<file path="config.mk">
export PLATFORM = sky130hd
export DESIGN_NAME = conv_layer_scheduler
export DESIGN_NICKNAME = d
export VERILOG_FILES = /design/src/rtl/conv_sched_pkg.sv /design/src/rtl/conv_sched_delay.sv /design/src/rtl/conv_layer_scheduler.sv
export SDC_FILE = /design/constraint.sdc
export NUM_CORES = 1
export LEC_CHECK = 0
export BUFFER_PORTS_ARGS = -buffer_cell sky130_fd_sc_hd__buf_2
export CELL_PAD_IN_SITES_DETAIL_PLACEMENT = 1
export CELL_PAD_IN_SITES_GLOBAL_PLACEMENT = 2
export CORE_ASPECT_RATIO = 0.6
export CORE_MARGIN = 3
export CORE_UTILIZATION = 42
export CTS_BUF_LIST = sky130_fd_sc_hd__clkbuf_2
export DETAILED_ROUTE_END_ITERATION = 8
export PLACE_DENSITY = 0.93
export SYNTH_ARGS = -nofsm -noshare
export SYNTH_HDL_FRONTEND = slang
export SYNTH_HIERARCHICAL = 1
export SYNTH_SLANG_ARGS = --single-unit
export TNS_END_PERCENT = 30
</file>
<file path="constraint.sdc">
create_clock -name clk -period 3.6 [get_ports clk]
set_input_delay 0.54 -clock clk [delete_from_list [all_inputs] [get_ports clk]]
set_output_delay 0.54 -clock clk [all_outputs]
set_load 0.01 [all_outputs]
</file>
<file path="src/rtl/conv_sched_pkg.sv">
// Shared types and sizing helpers for the convolution layer scheduler.
package conv_sched_pkg;

    typedef enum logic [2:0] {
        ST_IDLE        = 3'd0,
        ST_LOAD_KERNEL = 3'd1,
        ST_STREAM      = 3'd2,
        ST_DRAIN       = 3'd3,
        ST_DONE        = 3'd4
    } sched_state_t;

    function automatic int out_cols(input int image_size, input int kernel_size, input int stride);
        return (image_size - kernel_size) / stride + 1;
    endfunction

    // Width of a field holding 0..n-1, never narrower than one bit.
    function automatic int safe_clog2(input int n);
        return (n > 1) ? $clog2(n) : 1;
    endfunction

endpackage

</file>
<file path="src/rtl/conv_sched_delay.sv">
// Valid+index shift register that aligns result-buffer writes with the engine latency.
module conv_sched_delay #(
    parameter int DEPTH = 1,
    parameter int IDX_W = 4
) (
    input  logic             clk,
    input  logic             rst_n,
    input  logic             flush_i,
    input  logic             valid_i,
    input  logic [IDX_W-1:0] idx_i,
    output logic             valid_o,
    output logic [IDX_W-1:0] idx_o
);

    if (DEPTH < 1) begin : g_depth_chk
        $error("conv_sched_delay: DEPTH must be at least 1");
    end

    logic [DEPTH-1:0] vld_q;
    logic [IDX_W-1:0] idx_q [DEPTH];

    // Shift stage chain; a flush empties every stage so nothing already in flight is written.
    always_ff @(posedge clk or negedge rst_n) begin
        if (!rst_n) begin
            vld_q <= '0;
            for (int i = 0; i < DEPTH; i++) idx_q[i] <= '0;
        end else if (flush_i) begin
            vld_q <= '0;
            for (int i = 0; i < DEPTH; i++) idx_q[i] <= '0;
        end else begin
            vld_q[0] <= valid_i;
            idx_q[0] <= idx_i;
            for (int i = 1; i < DEPTH; i++) begin
                vld_q[i] <= vld_q[i-1];
                idx_q[i] <= idx_q[i-1];
            end
        end
    end

    assign valid_o = vld_q[DEPTH-1];
    assign idx_o   = idx_q[DEPTH-1];

endmodule

</file>
<file path="src/rtl/conv_layer_scheduler.sv">
// Control-only sequencer for one convolution layer: kernel loads, image streaming
// and latency-aligned result-buffer writes for every kernel in turn.
module conv_layer_scheduler
    import conv_sched_pkg::*;
#(
    parameter int  KERNEL_SIZE = 4,
    parameter int  IMAGE_SIZE  = 10,
    parameter int  STRIDE      = 1,
    parameter int  NUM_KERNELS = 4,
    parameter int  ENG_LATENCY = 1,
    localparam int OUT_COLS    = out_cols(IMAGE_SIZE, KERNEL_SIZE, STRIDE),
    localparam int KA_W        = safe_clog2(NUM_KERNELS * KERNEL_SIZE),
    localparam int IA_W        = safe_clog2(IMAGE_SIZE),
    localparam int RA_W        = safe_clog2(NUM_KERNELS * OUT_COLS),
    localparam int KI_W        = safe_clog2(NUM_KERNELS)
) (
    input  logic            clk,
    input  logic            rst_n,
    input  logic            start,
    input  logic            abort,
    output logic            busy,
    output logic            done,
    output logic            ker_rd_en,
    output logic [KA_W-1:0] ker_rd_addr,
    output logic            img_rd_en,
    output logic [IA_W-1:0] img_rd_addr,
    output logic            eng_kernel_load,
    output logic            eng_valid_in,
    output logic            res_wr_en,
    output logic [RA_W-1:0] res_wr_addr,
    output logic [KI_W-1:0] kernel_idx
);

    localparam int ROW_W = safe_clog2(KERNEL_SIZE);
    localparam int DRN_W = safe_clog2(ENG_LATENCY + 1);
    localparam int C_W   = safe_clog2(OUT_COLS);

    if ((IMAGE_SIZE - KERNEL_SIZE) % STRIDE != 0) begin : g_stride_chk
        $error("conv_layer_scheduler: (IMAGE_SIZE-KERNEL_SIZE) must be a multiple of STRIDE");
    end

    sched_state_t     state_q, state_d;
    logic [KI_W-1:0]  k_q, k_d;
    logic [ROW_W-1:0] row_q, row_d;
    logic [IA_W-1:0]  col_q, col_d;
    logic [DRN_W-1:0] drn_q, drn_d;
    logic [C_W-1:0]   c_q, c_d;
    logic             abort_hit_s;
    logic             win_s;
    logic [RA_W-1:0]  push_idx_s;
    int               eng_col_s;

    logic             busy_q, done_q, ker_rd_en_q, img_rd_en_q;
    logic             eng_kernel_load_q, eng_valid_in_q;
    logic [KA_W-1:0]  ker_rd_addr_q;
    logic [IA_W-1:0]  img_rd_addr_q, eng_col_q;
    logic [KI_W-1:0]  kernel_idx_q;

    // Next-state and counter sequencing; abort overrides every transition except from IDLE.
    always_comb begin
        state_d     = state_q;
        k_d         = k_q;
        row_d       = row_q;
        col_d       = col_q;
        drn_d       = drn_q;
        abort_hit_s = abort && (state_q != ST_IDLE);
        case (state_q)
            ST_IDLE: begin
                if (start) begin
                    state_d = ST_LOAD_KERNEL;
                    k_d     = '0;
                    row_d   = '0;
                end else begin
                    state_d = ST_IDLE;
                end
            end
            ST_LOAD_KERNEL: begin
                if (row_q == ROW_W'(KERNEL_SIZE - 1)) begin
                    state_d = ST_STREAM;
                    col_d   = '0;
                end else begin
                    row_d = row_q + 1'b1;
                end
            end
            ST_STREAM: begin
                if (col_q == IA_W'(IMAGE_SIZE - 1)) begin
                    state_d = ST_DRAIN;
                    drn_d   = '0;
                end else begin
                    col_d = col_q + 1'b1;
                end
            end
            ST_DRAIN: begin
                if (drn_q != DRN_W'(ENG_LATENCY)) begin
                    drn_d = drn_q + 1'b1;
                end else if (k_q == KI_W'(NUM_KERNELS - 1)) begin
                    state_d = ST_DONE;
                end else begin
                    state_d = ST_LOAD_KERNEL;
                    k_d     = k_q + 1'b1;
                    row_d   = '0;
                end
            end
            ST_DONE: state_d = ST_IDLE;
            default: state_d = ST_IDLE;
        endcase
        if (abort_hit_s) begin
            state_d = ST_IDLE;
        end else begin
            state_d = state_d;
        end
    end

    // Window completion seen at the engine input, and the output-column counter it advances.
    always_comb begin
        eng_col_s = int'(eng_col_q);
        if (eng_valid_in_q && (eng_col_s >= KERNEL_SIZE - 1)
            && (((eng_col_s - (KERNEL_SIZE - 1)) % STRIDE) == 0)) begin
            win_s = 1'b1;
        end else begin
            win_s = 1'b0;
        end
        if (state_q == ST_LOAD_KERNEL) begin
            c_d = '0;
        end else if (win_s && (c_q != C_W'(OUT_COLS - 1))) begin
            c_d = c_q + 1'b1;
        end else begin
            c_d = c_q;
        end
        push_idx_s = RA_W'(int'(k_q) * OUT_COLS + int'(c_q));
    end

    // State, counters and registered outputs; strobes are loaded from the next state.
    always_ff @(posedge clk or negedge rst_n) begin
        if (!rst_n) begin
            state_q           <= ST_IDLE;
            k_q               <= '0;
            row_q             <= '0;
            col_q             <= '0;
            drn_q             <= '0;
            c_q               <= '0;
            busy_q            <= 1'b0;
            done_q            <= 1'b0;
            ker_rd_en_q       <= 1'b0;
            ker_rd_addr_q     <= '0;
            img_rd_en_q       <= 1'b0;
            img_rd_addr_q     <= '0;
            eng_kernel_load_q <= 1'b0;
            eng_valid_in_q    <= 1'b0;
            eng_col_q         <= '0;
            kernel_idx_q      <= '0;
        end else begin
            state_q           <= state_d;
            k_q               <= k_d;
            row_q             <= row_d;
            col_q             <= col_d;
            drn_q             <= drn_d;
            c_q               <= c_d;
            busy_q            <= (state_d != ST_IDLE);
            done_q            <= (state_d == ST_DONE);
            ker_rd_en_q       <= (state_d == ST_LOAD_KERNEL);
            ker_rd_addr_q     <= KA_W'(int'(k_d) * KERNEL_SIZE + int'(row_d));
            img_rd_en_q       <= (state_d == ST_STREAM);
            img_rd_addr_q     <= col_d;
            eng_kernel_load_q <= ker_rd_en_q && !abort_hit_s;
            eng_valid_in_q    <= img_rd_en_q && !abort_hit_s;
            eng_col_q         <= img_rd_addr_q;
            kernel_idx_q      <= (state_d == ST_IDLE) ? '0 : k_d;
        end
    end

    conv_sched_delay #(
        .DEPTH (ENG_LATENCY),
        .IDX_W (RA_W)
    ) u_res_dly (
        .clk     (clk),
        .rst_n   (rst_n),
        .flush_i (abort_hit_s),
        .valid_i (win_s),
        .idx_i   (push_idx_s),
        .valid_o (res_wr_en),
        .idx_o   (res_wr_addr)
    );

    assign busy            = busy_q;
    assign done            = done_q;
    assign ker_rd_en       = ker_rd_en_q;
    assign ker_rd_addr     = ker_rd_addr_q;
    assign img_rd_en       = img_rd_en_q;
    assign img_rd_addr     = img_rd_addr_q;
    assign eng_kernel_load = eng_kernel_load_q;
    assign eng_valid_in    = eng_valid_in_q;
    assign kernel_idx      = kernel_idx_q;

endmodule

</file>
# After elaboration in Yosys (flattened, before gate mapping)
# Cells that the tools add are included.
# totals
register_bits	37
in_bits	4
out_inout_bits	22
# classes
addsub	7
multipliers	1
n_lt_le_gt_ge	1
eq_ne	13
muxes	28
reduce_logical	15
# ops
op	count
3-bit 2-to-1 mux	7
2-bit 2-to-1 mux	8
3-bit one-hot mux with 4 select lines	1
3-bit by 2-bit == test with 1-bit output (second input constant)	3
4-bit 2-to-1 mux	2
4-bit one-hot mux with 2 select lines	1
3-bit by 1-bit == test with 1-bit output (second input constant)	2
3-bit zero test	2
2-bit inequality test (second input constant)	3
2-bit one-hot mux with 3 select lines	1
2-bit nonzero test	3
3-bit nonzero test	2
5-bit by 3-bit adder with 5-bit output	1
1-bit logical AND	5
2-bit by 3-bit multiplier with 5-bit output (second input constant)	1
1-bit 2-to-1 mux	5
5-bit 2-to-1 mux	1
2-bit by 1-bit adder with 2-bit output (second input constant)	2
4-bit by 1-bit adder with 4-bit output (second input constant)	1
4-bit by 2-bit adder with 4-bit output	1
2-bit == test (second input constant)	2
4-bit == test (second input constant)	1
4-bit by 2-bit greater-or-equal comparator with 1-bit output (second input constant)	1
2-bit one-hot mux with 2 select lines	1
8 further kinds	8

# Logic depth before layout (Yosys ltp)
# Gate-level depths: netlist of run 1.
# depth
depth_word	7
depth_mapped	6

# Modules after synthesis
# The synthesis of run 1 kept the hierarchy.
# by_module_without_submodules
mod	n_inst	cells_each	area_each_um2	seq_area_each_um2
conv_layer_scheduler	1	119	1438.9	675.6
conv_sched_delay	1	12	187.7	150.1

# Worst setup path after synthesis of run 1
# Ideal clock, no wire load.
# synth_path
kind	register to register
startpoint	register, netlist name ker_rd_addr[2]
endpoint	register u_res_dly.idx_q (netlist bit u_res_dly/idx_o[3])
setup_time_ns	0.122
arrival_ns	1.839
required_time_ns	3.478
setup_slack_ns	1.639
path_stages_with_launch	6
period_less_slack_ns	1.961
path_cell_list	dfrtp_1 fa_1 ha_1 fa_1 xor2_1 nor2b_1
# synth_lines
item	line	text
to (signal, indexed assignment)	conv_sched_delay.sv:35	idx_q[i] <= idx_q[i-1];
to (decl)	conv_sched_delay.sv:20	logic [IDX_W-1:0] idx_q [DEPTH];

==> results of run 1 <==
==> worst reg2reg max path, stage by stage, from the launching register on <==
cell	delay, ns
dfrtp_1	0.54
fa_1	0.53
ha_1	0.24
fa_1	0.39
xor2_1	0.15
nor2b_1	0.12
==> through the flow <==
| stage | power [mW] | instance area, sq um | worst slack, ns | util |
|---|---|---|---|---|
| after floorplan | 0.955 | 1630 | 1.64 | - |
| after global placement | 1.09 | 1790 | 1.64 | 0.513 |
| after detailed placement | 1.13 | 1790 | 1.54 | 0.513 |
| after CTS | 1.38 | 1850 | 1.51 | 0.531 |
| after global routing | 1.47 | 1850 | 1.42 | 0.531 |
| final | 1.37 | 1850 | 1.52 | 0.531 |
==> path summary, 6_finish.rpt <==
check                                      to  slack [ns]      startpoint
max                        u_res_dly/idx_o[3]        1.52  ker_rd_addr[2]
min reg2reg                   eng_kernel_load        0.50       ker_rd_en
min                              eng_col_q[2]        0.20           rst_n
max in group asynchronous          state_q[0]        2.94           rst_n
min in group clk                         done        0.39           abort
max reg2reg                u_res_dly/idx_o[3]        1.52  ker_rd_addr[2]
==> registers in the layout (all words and copies together), names as in the netlist, 2 cells and up, named ones only <==
register / count
img_rd_addr: 4
c_q: 3
eng_col_q: 4
state_q: 3
u_res_dly/idx_o: 5
kernel_idx: 2
==> power breakdown <==
group          internal (mW)  switching, mW
clock network          0.119          0.132
logic                  0.236          0.279
registers              0.473          0.128
==> cell type report <==
type | instances | share of cell area
Clock inverter | 2 | 0.0183
Sequential cell | 33 | 0.447
Multi-Input combinational cell | 90 | 0.409
Timing Repair Buffer | 25 | 0.0677
Clock buffer | 6 | 0.0162
Tap cell | 45 | 0.0304
Inverter | 6 | 0.0122
==> logic make-up (layout without fill, tap and decap cells) <==
| kind of cell | after synthesis | in the layout |
|---|---|---|
| AOI/OAI and AO/OA | 21 | 21 |
| adders and majority gates | 14 | 14 |
| buffers and inverters | 8 | 39 |
| and+or+nand+nor | 50 | 50 |
| DFF | 33 | 33 |
| xor gates and xnor gates | 5 | 5 |
==> cell usage in the layout (no fill, tap or decap), types with 4 or more instances in the layout <==
cell and count:
dfrtp_1 33, buf_2 25, ha_1 11, nand2_1 7, nor2b_1 7, inv_1 6
and2_1 6, nand3_1 6, clkbuf_2 6, nor2_1 5, o21ai_0 4, nor3b_1 4
==> per-layer routing <==
| metal | vias to the layer above | share of wire |
|---|---|---|
| li1 | 517 | - |
| met1 | 548 | 0.49 |
| met2 | 15 | 0.46 |
| met3 | 8 | 0.032 |
| met4 | 0 | 0.017 |
| met5 | - | 0 |
==> Yosys cell counts, drive strengths merged, types with 3 or more instances <==
cell type   n
o21ai       4
nand3       6
nor3b       7
and2        6
dfrtp      33
nor2        5
inv         6
a21oi       3
nand2       7
fa          3
nor2b       7
xnor2       3
a21o        3
ha         11
==> flow_metrics.tcl, run 1 <==
set metrics [dict create \
    status "completed" \
    arrival_ns 2.35 \
    wirelength_um 3570 \
    rows 16 \
    dieArea_sq_mm 0.00468 \
    syn_inst 131 \
    drtIter0Drc 57 \
    gr-usage-all-layers 0.182 \
    seq_area_sq_um 826 \
    busiest_layer "met2" \
    synth_xor_area_frac 0.0269 \
    grt_pass1_wl_um 6160 \
    wl_per_cell_um 17.3 \
    syn_avg_cell_area_sq_um 12.4 \
    cts_made_buffers 5 \
    clockBufferDepth 2 \
    yosys.area_share.adder 0.122 \
    worst_ep_required_time_ns 3.87 \
    synth.area.mux_share 0 \
    multi_input_area_sq_um 756 \
    synth_warnings 6 \
    drv_slew 0 \
    final_nets 179 \
    grt_max_degree 34 \
    die_w_um 86.3 \
    die-height_um 54.2 \
    hold_violations 0 \
    ys_ff_latch 33 \
    dr.pass1.iters 4 \
    clockRootBuffer "clkbuf_2" \
    synth_top_family_by_area "simple AND/OR/NAND/NOR gates" \
    grt_util_met2 0.284 \
    clock_sinks 33 \
    vias 1088 \
    antenna_found_initial 0 \
    viasPerCell 5.26 \
    cp_top_family "adder cells" \
    netlist_area_sq_mm 0.00163 \
    whs_ns 0.198 \
    portBuffers 25 \
    clk_latency_ns 0.37 \
    finalCriticalPeriod_ns 2.08 \
    place_congestion 0.763 \
    cp_max_fo 8 \
    drv_cap 0 \
    met1_usage 0.242 \
    relSlewSlack 0.510 \
    path_class "register to register" \
    p_leak_nw 0.987 \
    cellPowerDensity_mw_per_mm2 739 \
    cts_hold_buf 0 \
    drc 0 \
    drive_gt1_frac 0.290 \
    core_area_sq_mm 0.00348 \
    vdd_ir_drop_max_mv 0.335 \
    crit_cells 5 \
    ant_nets 0 \
    path_clk_slew_ns 0.18 \
    htreeDepth 2 \
    worst-path-buf-inv 0 \
    netlist.top_cell.by_area "dfrtp_1" \
    cp-end-kind "register" \
    tightest_slew_ns 0.735 \
    dpl.cell_count 199 \
    dpl.hpwl_um 2660 \
    finalNonFillerCells 207 \
    grt-ovfl-total 0 \
    syn2layout_area_growth_pct 13.7 \
    slowest_stage "dfrtp_1" \
    cts_setup_buffers 0 \
    critPathLaunchType "register" \
    fin_tns_setup_ns 0 \
    synth_compound_area_frac 0.101 \
    ctsResizeCount 0 \
    fillers 397 \
    tritoncts "built" \
    synth.area.top_cells "dfrtp_1, ha_1, fa_1" \
    diodes 0 \
    io_pins 26 \
    reg2regPathDepth 5 \
    synthFlopType "dfrtp_1" \
    async_flop_share 1.00 \
    post-route-period-util 0.577 \
    initial_core_util 0.467 \
    critPathMaxStageDelay_ns 0.54 \
    grt_pass1_vias 1190 \
    fmax_mhz 481 \
    yosysTopAreaCellShare 0.508 \
    hold_class "input pin to async pin" \
    rsz0062_at_grt "no" \
    ys_seq_area_frac 0.508 \
    synth_nets 149 \
    crit_path_frequent_cell "fa_1" \
    fin_skew_ns 0.0112 \
    setup_viol 0 \
    path_cells "fa_1, ha_1, fa_1, xor2_1, nor2b_1" \
    synth_edf_count 0 \
    synthSimpleGateAreaFrac 0.215 \
    synth.distinct_cells 40 \
    met3_usage 0.0474 \
]
No activity file was read; power rests on OpenSTA's default activity.
==> inputs of run 2 (changes only) <==
- CORE_UTILIZATION: 42 -> 39
- PLACE_DENSITY: 0.93 -> 0.87
- clock period: 3.6 -> 2 ns (I/O delays scaled with it)
==> flow_metrics.tcl, run 2 (synthesized netlist as in run 1, its figures left out) <==
set metrics [dict create \
    tritoncts "built" \
    clk_latency_ns 0.39 \
    startpoint "c_q[1]" \
    relSlewSlack 0.502 \
    rows 17 \
    crit-reg2reg-capture "u_res_dly/idx_o[3]" \
    htreeDepth 2 \
    p_leak_nw 1.00 \
    ant_nets 0 \
    fmax_mhz 515 \
    clock_sinks 33 \
    hold_violations 0 \
    drtIter0Drc 41 \
    wl_per_cell_um 17.1 \
    status "completed" \
    path_class "register to register" \
    vdd_ir_drop_max_mv 0.612 \
    antenna_found_initial 0 \
    post_dp_cell_area_sq_mm 0.00180 \
    syn2layout_area_growth_pct 16.3 \
    worst_ep_required_time_ns 2.31 \
    clockBufferDepth 2 \
    final_common_cell "dfrtp_1" \
    largest_register_ffs 5 \
    rsz0062_at_grt "no" \
    fin_tns_setup_ns 0 \
    finalCriticalPeriod_ns 1.94 \
    core_area_sq_mm 0.00383 \
    drv_slew 0 \
    reg2regPathDepth 5 \
    setup_viol 0 \
    post-route-period-util 0.972 \
    crit_path_end "u_res_dly/idx_o[3]" \
    dpl.hpwl_um 2720 \
    dieArea_sq_mm 0.00501 \
    critPathLaunchType "register" \
    viasPerCell 5.29 \
    worst-r2r-setup-slack_ns 0.06 \
    cellPowerDensity_mw_per_mm2 1310 \
    r2r-start "c_q[1]" \
    io_pins 26 \
    final_nets 183 \
    grt_pass1_vias 1219 \
    die_w_um 89.4 \
    layout_common_cells "dfrtp_1, buf_2, ha_1" \
    diodes 0 \
    grt_pass1_wl_um 6150 \
    tightest_slew_ns 0.747 \
    drc 0 \
    drv_cap 0 \
    grt_max_degree 34 \
    place_congestion 0.755 \
    cts_made_buffers 5 \
    gr-usage-all-layers 0.165 \
    arrival_ns 2.25 \
    hold_class "input pin to register" \
    clockRootBuffer "clkbuf_2" \
    cp_max_fo 4 \
    wirelength_um 3650 \
    initial_core_util 0.425 \
    portBuffers 25 \
    fin_area_sq_mm 0.00189 \
    dr.pass1.iters 5 \
    grt-ovfl-total 0 \
    drive_gt1_frac 0.325 \
    fin_skew_ns 0.0204 \
    path_clk_slew_ns 0.19 \
    cp-end-kind "register" \
    die-height_um 56.0 \
    vias 1126 \
]
-- run 2: critical path, stage by stage (launching register included) --
cell,delay [ns]
dfrtp_2,0.49
fa_1,0.50
ha_2,0.20
fa_1,0.37
xor2_1,0.15
nor2b_2,0.15
-- run 2: repair_timing --
item / CTS / global route
setup buffers: 0 / 1
endpoints found under the setup margin: 1 / 1
resized for setup: 1 / 3
hold buffers: 1 / 0
pin swaps: 0 / 2
endpoints found under the hold margin: 33 / 0
-- run 2: metrics by stage --
step           power (mW)  hold slack (ns)  worst slack [ns]  instances  utilization
2_1_floorplan        1.72          0.00441            0.0394        131            -
3_3_place_gp         1.97            0.405            0.0868        203        0.471
3_5_place_dp         2.03            0.407           0.00229        203        0.471
4_1_cts              2.49            0.154            0.0111        212        0.491
5_1_grt              2.68            0.153           0.00438        213        0.494
6_report             2.48            0.180            0.0569        213        0.494
-- run 2: where the power goes --
group	internal [mW]	leakage, nW	switching (mW)
Clock	0.213	0.0406	0.238
Combinational	0.444	0.525	0.509
Sequential	0.853	0.436	0.221
Total	1.51	1.00	0.968
-- run 2: how the worst min path moves through the flow --
stage	startpoint	endpoint	slack [ns]	depth (start not counted)
2_1_floorplan	rst_n	async pin	0.004	0
3_3_place_gp	rst_n	u_res_dly/valid_o	0.40	1
3_5_place_dp	rst_n	u_res_dly/valid_o	0.41	1
4_1_cts	abort	done	0.15	2
5_1_grt	abort	done	0.15	2
6_report	abort	done	0.18	2
-- run 2: layout make-up --
cell class	count	area, sq um
clock inverters	2	33.8
clock buffers	6	30.0
well taps	47	58.8
flip-flops and latches	33	828
repair buffers	29	158
inverters	6	22.5
fillers	412	1940
multi-input cells	90	761
-- run 2: layer usage --
| metal | share of wire | track usage |
|---|---|---|
| met4 | 0.014 | 0.0701 |
| met3 | 0.038 | 0.0459 |
| met5 | 0 | 0 |
| met2 | 0.48 | 0.251 |
| met1 | 0.47 | 0.219 |
